--- config.mk ---
export PLATFORM = sky130hd
export DESIGN_NAME = fwd_hazard_unit_flat
export DESIGN_NICKNAME = d
export VERILOG_FILES = /design/src/rtl/fwd_pkg.sv /design/src/rtl/fwd_hazard_unit_if.sv /design/src/rtl/fwd_hazard_unit_stage_reg.sv /design/src/rtl/fwd_hazard_unit.sv /design/src/flat_wrapper.sv
export SDC_FILE = /design/constraint.sdc
export NUM_CORES = 1
export LEC_CHECK = 0
export ABC_CLOCK_PERIOD_IN_PS = 3000
export CORE_MARGIN = 8
export CORE_UTILIZATION = 40
export CTS_CLUSTER_DIAMETER = 80
export CTS_CLUSTER_SIZE = 40
export DETAILED_ROUTE_END_ITERATION = 8
export PLACE_DENSITY = 0.7
export SYNTH_ARGS = -nofsm -noshare
export SYNTH_HDL_FRONTEND = slang
export SYNTH_SLANG_ARGS = --single-unit
--- constraint.sdc ---
create_clock -name clk -period 3 [get_ports clk]
set_input_delay 0.6 -clock clk [delete_from_list [all_inputs] [get_ports clk]]
set_output_delay 0.6 -clock clk [all_outputs]
set_load 0.005 [all_outputs]
--- src/rtl/fwd_pkg.sv ---
// Shared select codes and stage-entry control layout for the forwarding/hazard unit.
package fwd_pkg;

    localparam logic [1:0] SEL_RF  = 2'd0;
    localparam logic [1:0] SEL_WB  = 2'd1;
    localparam logic [1:0] SEL_MEM = 2'd2;

    // Control part of every stage entry. Packed layouts built on it:
    //   EXE     : {src[NUM_SRC], used[NUM_SRC], dest, stage_ctl_t}
    //   MEM, WB : {dest, stage_ctl_t}
    typedef struct packed {
        logic valid;
        logic wb_en;
        logic mem_read;
    } stage_ctl_t;

    localparam int CTL_W = $bits(stage_ctl_t);

endpackage

--- src/rtl/fwd_hazard_unit_if.sv ---
// ID-stage request, pipeline control and forwarding/stall results between the core and the unit.
interface fwd_hazard_unit_if #(
    parameter int REG_W   = 4,
    parameter int NUM_SRC = 2,
    parameter int CNT_W   = 16
);
    logic                       freeze;
    logic                       flush;
    logic                       fwd_en;
    logic                       id_valid;
    logic [REG_W*NUM_SRC-1:0]   id_src;
    logic [NUM_SRC-1:0]         id_src_used;
    logic [REG_W-1:0]           id_dest;
    logic                       id_wb_en;
    logic                       id_mem_read;
    logic                       hazard_stall;
    logic [2*NUM_SRC-1:0]       sel_src;
    logic [CNT_W-1:0]           stall_count;

    modport master (
        output freeze, flush, fwd_en, id_valid, id_src, id_src_used,
               id_dest, id_wb_en, id_mem_read,
        input  hazard_stall, sel_src, stall_count
    );

    modport slave (
        input  freeze, flush, fwd_en, id_valid, id_src, id_src_used,
               id_dest, id_wb_en, id_mem_read,
        output hazard_stall, sel_src, stall_count
    );
endinterface

--- src/rtl/fwd_hazard_unit_stage_reg.sv ---
// One pipeline tag entry: holds on freeze, loads or bubbles otherwise, clears on reset.
module fwd_stage_reg #(
    parameter int DATA_W = 8
) (
    input  logic              clk,
    input  logic              rst_n,
    input  logic              freeze,
    input  logic              load,
    input  logic [DATA_W-1:0] d,
    output logic [DATA_W-1:0] q
);
    // NOTE: state updates use <= so every stage samples the pre-edge value of the stage before it.
    // A bubble clears the whole entry, so stale tags in an invalid slot can never match.
    always_ff @(posedge clk) begin
        if (!rst_n)       q <= '0;
        else if (!freeze) q <= load ? d : '0;
    end
endmodule

--- src/rtl/fwd_hazard_unit.sv ---
// EXE/MEM/WB destination-tag pipeline with per-operand forwarding selects and ID hazard detection.
module fwd_hazard_unit
    import fwd_pkg::*;
#(
    parameter int REG_W   = 4,
    parameter int NUM_SRC = 2,
    parameter int CNT_W   = 16
) (
    input  logic               clk,
    input  logic               rst_n,
    fwd_hazard_unit_if.slave   bus
);
    localparam int TAG_W = REG_W + CTL_W;
    localparam int EXE_W = REG_W * NUM_SRC + NUM_SRC + TAG_W;

    logic [EXE_W-1:0]         exe_d, exe_q;
    logic [TAG_W-1:0]         mem_q, wb_q;
    logic                     exe_load;

    logic [REG_W*NUM_SRC-1:0] exe_src;
    logic [NUM_SRC-1:0]       exe_used;
    logic [REG_W-1:0]         exe_dest, mem_dest, wb_dest;
    stage_ctl_t               id_ctl, exe_ctl, mem_ctl, wb_ctl;

    logic [NUM_SRC-1:0]       src_hit;
    logic [2*NUM_SRC-1:0]     sel_src;
    logic                     hazard_stall;
    logic [CNT_W-1:0]         stall_count;
    logic                     unused_mem_read;

    function automatic logic writes(stage_ctl_t c, logic [REG_W-1:0] dest, logic [REG_W-1:0] r);
        return c.valid & c.wb_en & (dest == r);
    endfunction

    assign id_ctl   = '{valid: bus.id_valid, wb_en: bus.id_wb_en, mem_read: bus.id_mem_read};
    assign exe_d    = {bus.id_src, bus.id_src_used, bus.id_dest, id_ctl};
    assign exe_load = bus.id_valid & ~hazard_stall & ~bus.flush;

    fwd_stage_reg #(.DATA_W(EXE_W)) u_exe (
        .clk(clk), .rst_n(rst_n), .freeze(bus.freeze), .load(exe_load), .d(exe_d), .q(exe_q)
    );
    fwd_stage_reg #(.DATA_W(TAG_W)) u_mem (
        .clk(clk), .rst_n(rst_n), .freeze(bus.freeze), .load(1'b1), .d(exe_q[TAG_W-1:0]), .q(mem_q)
    );
    fwd_stage_reg #(.DATA_W(TAG_W)) u_wb (
        .clk(clk), .rst_n(rst_n), .freeze(bus.freeze), .load(1'b1), .d(mem_q), .q(wb_q)
    );

    assign {exe_src, exe_used, exe_dest, exe_ctl} = exe_q;
    assign {mem_dest, mem_ctl} = mem_q;
    assign {wb_dest, wb_ctl}   = wb_q;
    // Load flag only matters while the producer sits in EXE.
    assign unused_mem_read = mem_ctl.mem_read ^ wb_ctl.mem_read;

    for (genvar g = 0; g < NUM_SRC; g++) begin : g_src
        logic [REG_W-1:0] ex_s;
        logic [REG_W-1:0] id_s;
        logic             fwd_ok;

        assign ex_s   = exe_src[g*REG_W +: REG_W];
        assign id_s   = bus.id_src[g*REG_W +: REG_W];
        assign fwd_ok = exe_ctl.valid & exe_used[g] & bus.fwd_en;

        // MEM holds the younger result, so it wins over WB.
        assign sel_src[2*g +: 2] = !fwd_ok                        ? SEL_RF  :
                                   writes(mem_ctl, mem_dest, ex_s) ? SEL_MEM :
                                   writes(wb_ctl, wb_dest, ex_s)   ? SEL_WB  : SEL_RF;

        assign src_hit[g] = bus.id_src_used[g] &
            (bus.fwd_en ? (writes(exe_ctl, exe_dest, id_s) & exe_ctl.mem_read)
                        : (writes(exe_ctl, exe_dest, id_s) |
                           writes(mem_ctl, mem_dest, id_s) |
                           writes(wb_ctl, wb_dest, id_s)));
    end

    assign hazard_stall = bus.id_valid & ~bus.flush & (|src_hit);

    always_ff @(posedge clk) begin
        if (!rst_n)
            stall_count <= '0;
        else if (!bus.freeze && hazard_stall && stall_count != '1)
            stall_count <= stall_count + CNT_W'(1);
    end

    assign bus.sel_src      = sel_src;
    assign bus.hazard_stall = hazard_stall;
    assign bus.stall_count  = stall_count;
endmodule

--- src/flat_wrapper.sv ---
// flat-port wrapper written by rule: the top's interface ports become plain ports
module fwd_hazard_unit_flat import fwd_pkg::*;
#(
    parameter int REG_W   = 4,
    parameter int NUM_SRC = 2,
    parameter int CNT_W   = 16
)
  (clk, rst_n, bus_freeze, bus_flush, bus_fwd_en, bus_id_valid, bus_id_src, bus_id_src_used, bus_id_dest, bus_id_wb_en, bus_id_mem_read, bus_hazard_stall, bus_sel_src, bus_stall_count);
  fwd_hazard_unit_if #(.REG_W(REG_W), .NUM_SRC(NUM_SRC), .CNT_W(CNT_W)) bus_i ();
  input  logic clk;
  input  logic rst_n;
  input wire logic [$bits(bus_i.freeze)-1:0] bus_freeze;
  input wire logic [$bits(bus_i.flush)-1:0] bus_flush;
  input wire logic [$bits(bus_i.fwd_en)-1:0] bus_fwd_en;
  input wire logic [$bits(bus_i.id_valid)-1:0] bus_id_valid;
  input wire logic [$bits(bus_i.id_src)-1:0] bus_id_src;
  input wire logic [$bits(bus_i.id_src_used)-1:0] bus_id_src_used;
  input wire logic [$bits(bus_i.id_dest)-1:0] bus_id_dest;
  input wire logic [$bits(bus_i.id_wb_en)-1:0] bus_id_wb_en;
  input wire logic [$bits(bus_i.id_mem_read)-1:0] bus_id_mem_read;
  output wire logic [$bits(bus_i.hazard_stall)-1:0] bus_hazard_stall;
  output wire logic [$bits(bus_i.sel_src)-1:0] bus_sel_src;
  output wire logic [$bits(bus_i.stall_count)-1:0] bus_stall_count;
  assign bus_i.freeze = bus_freeze;
  assign bus_i.flush = bus_flush;
  assign bus_i.fwd_en = bus_fwd_en;
  assign bus_i.id_valid = bus_id_valid;
  assign bus_i.id_src = bus_id_src;
  assign bus_i.id_src_used = bus_id_src_used;
  assign bus_i.id_dest = bus_id_dest;
  assign bus_i.id_wb_en = bus_id_wb_en;
  assign bus_i.id_mem_read = bus_id_mem_read;
  assign bus_hazard_stall = bus_i.hazard_stall;
  assign bus_sel_src = bus_i.sel_src;
  assign bus_stall_count = bus_i.stall_count;
  fwd_hazard_unit #(.REG_W(REG_W), .NUM_SRC(NUM_SRC), .CNT_W(CNT_W)) u_core (.clk(clk), .rst_n(rst_n), .bus(bus_i));
endmodule
==> impl_metrics.ini <==
[job]
maxCapViolations = 0

[synth]
synth_edf_count = 0
ys.flop_type = dfxtp_1
synth_top_area_share = 0.388
syn-cell-area_um2 = 2320
ys_ff_latch = 45
synthCells = 255
synth_most_common_cell = dfxtp_1
synthTopCellsByArea = dfxtp_1 39%, xor2_1 9.1%, xnor2_1 7.6%
ys_types = 35
synth_nets = 278
async_reset_ff_frac = 0
yosys_warnings = 0
synthTopCellsByCount = 45 x dfxtp_1, 24 x nor2_1, 24 x xor2_1
avgSynthCellArea_um2 = 9.10
seq_area_frac_synth = 0.388
synth.largest_area_cell = dfxtp_1

[sta]
fin_crit_sh = 0.930
whs_ns = 0.490
max_freq_mhz = 358
setup_violations = 0
period_needed_ns = 2.79
layout_setup_ws_ns = 0.209
skew_ns = 0.00429
maxSlewHeadroom = 0.563
rsz0062_at_grt = false
worstMarginPinSlew_ns = 0.655
hold_viol = 0
tns_ns = 0
drv_slew = 0

[placement]
gp_congestion = 0.869
placed_cells = 360
place_ws_ns = -0.213
port_buffers = 42
place_area_um2 = 2800
hpwl_um = 4120

[setup_path]
startpoint = bus_id_src[5]
end_kind = output port
cp_max_fo = 3
criticalPathCategory = primary input to output port
critPathArrivalTime_ns = 2.19
critPathRequiredTime_ns = 2.40
timing.rr.start = u_core.u_mem.q[3]$_SDFFE_PN0N_
cp-start-kind = primary input

[final_layout]
nNetsFinal = 318
finalInstanceArea_um2 = 2890
fill_cells = 548
drive_above_1_share = 0.0777
area_growth_pct = 24.6
diodes = 0
post_layout_nonfiller_instances = 368

[pwr]
vdd_drop_max_mv = 0.217
seqPwrFrac = 0.544
leakage_nw = 1.07
power_frac_comb = 0.088
swShare = 0.234
p_int_uw = 863
netSwitchingPower_uw = 264
power_density_nw_per_um2 = 390
pwr-share-clk = 0.368

[detailed_routing]
initialDrtViolationCount = 116
routedWlPerCell_um = 15.2
wl_met1_um = 2680
wl_um = 5600
met3_length_um = 325
route.detailed.drc = 0
detail-route-antenna-nets = 0
vias = 1974
wl_met2_um = 2510
firstDrtPassIters = 4
routed_via_density = 5.36
highest_layer = met4

[cts]
clk_latency_ns = 0.30
cts_buffers = 5
clk_path_buf_depth = 2
path_clk_slew_ns = 0.08
clock-root-buffer = clkbuf_8
cts_tree = done
htreeDepth = 2
cts_setup_buffers = 0
cts.sinks = 45

[die]
num_rows = 27
die_x_um = 92.2
die_area_um2 = 8490
die_h_um = 92.2
io_pins = 43
start_util = 0.419
core-area_um2 = 5540

[grt]
grt_max_degree = 29
grt_pass1_wl_um = 9330
overflow = 0
antenna_found_initial = 0
track_usage = 0.134
grt_pass1_vias = 1948

[worst_hold_path]
hold_class = flop to flop
worstHoldStart = u_core.u_exe.q[7]$_SDFFE_PN0N_

[outcome]
status = finished clean
## power groups by stage
stage	combinational (mW)	clock [mW]	sequential (mW)
global route	0.109	0.450	0.615
CTS	0.0999	0.425	0.613
finish	0.0992	0.415	0.613
detailed placement	0.102	0	0.627
floorplan	0.0544	0	0.623
global placement	0.101	0	0.627
## metrics by stage
| step | power [mW] | utilization |
|---|---|---|
| finish | 1.13 | 0.522 |
| global placement | 0.728 | 0.506 |
| detailed placement | 0.729 | 0.506 |
| CTS | 1.14 | 0.523 |
| floorplan | 0.678 | - |
| global route | 1.17 | 0.522 |
## final cells by class
cell class	count	area, um^2	area share
Timing Repair Buffer	49	462	0.160
Multi-Input combinational cell	189	1320	0.456
Tap cell	72	90.1	0.0312
Clock inverter	1	5.00	0.00173
Sequential cell	45	901	0.312
Inverter	5	18.8	0.00649
Clock buffer	7	96.3	0.0333
## cell usage in the layout (no fill, tap or decap), types with 2 or more instances in the layout
cell type / count
nor4_1: 4
nor2_1: 24
dfxtp_1: 45
nand2_1: 9
mux2i_1: 13
and3_1: 2
nor2_2: 2
a21oi_1: 11
or3_1: 10
nand4_1: 5
nor3_1: 8
clkdlybuf4s50_1: 36
inv_1: 4
clkbuf_8: 7
nand3_1: 13
a22o_1: 16
and2_1: 4
o21ai_0: 10
xnor2_1: 20
dlygate4sd2_1: 5
xor2_1: 24
o211ai_1: 2
buf_4: 7
o2111ai_1: 2
## registers in the layout, indices dropped and copies added, names as in the netlist
name / cells
u_core.u_mem.q: 6
u_core.u_wb.q: 6
u_core.u_exe.q: 17
u_core.bus.stall_count: 16
## metal layers
layer,global-route usage,vias to the layer above
li1,-,976
met2,0.207,55
met4,0.0430,0
met3,0.0440,10
met5,0,-
met1,0.171,933
## worst paths after layout
path              cells after the start                                      end  slack [ns]
setup / recovery                      8                         bus_hazard_stall        0.21
hold / removal                        1           u_core.u_exe.q[7]$_SDFFE_PN0N_        0.49
setup reg to reg                      8  u_core.bus.stall_count[11]$_SDFFE_PN0P_        0.74
hold reg to reg                       1           u_core.u_exe.q[7]$_SDFFE_PN0N_        0.49
## critical path, stage by stage
cell and delay [ns]:
clkdlybuf4s50_1 0.48, xor2_1 0.17, nor3_1 0.19, nand4_1 0.17
a41oi_4 0.26, nor2_2 0.06, nor2_1 0.13, clkbuf_2 0.14
## logic make-up (layout without fill, tap and decap cells)
kind of cell / Yosys count / in the layout / share of synthesized area
adder cells (fa/ha/maj): 1 / 1 / 0.00539
multiplexers: 13 / 13 / 0.0561
XOR/XNOR: 44 / 44 / 0.166
AO/OA/AOI/OAI: 47 / 47 / 0.160
buffers and inverters: 21 / 62 / 0.0431
flip-flops: 45 / 45 / 0.388
AND/OR/NAND/NOR: 84 / 84 / 0.181
## repair_timing
action / CTS / global route
endpoints found under the setup margin: 1 / 1
resized for setup: 6 / 2
hold buffers: 0 / 0
pin swaps: 4 / 3
(Power assumes the default switching activity.)
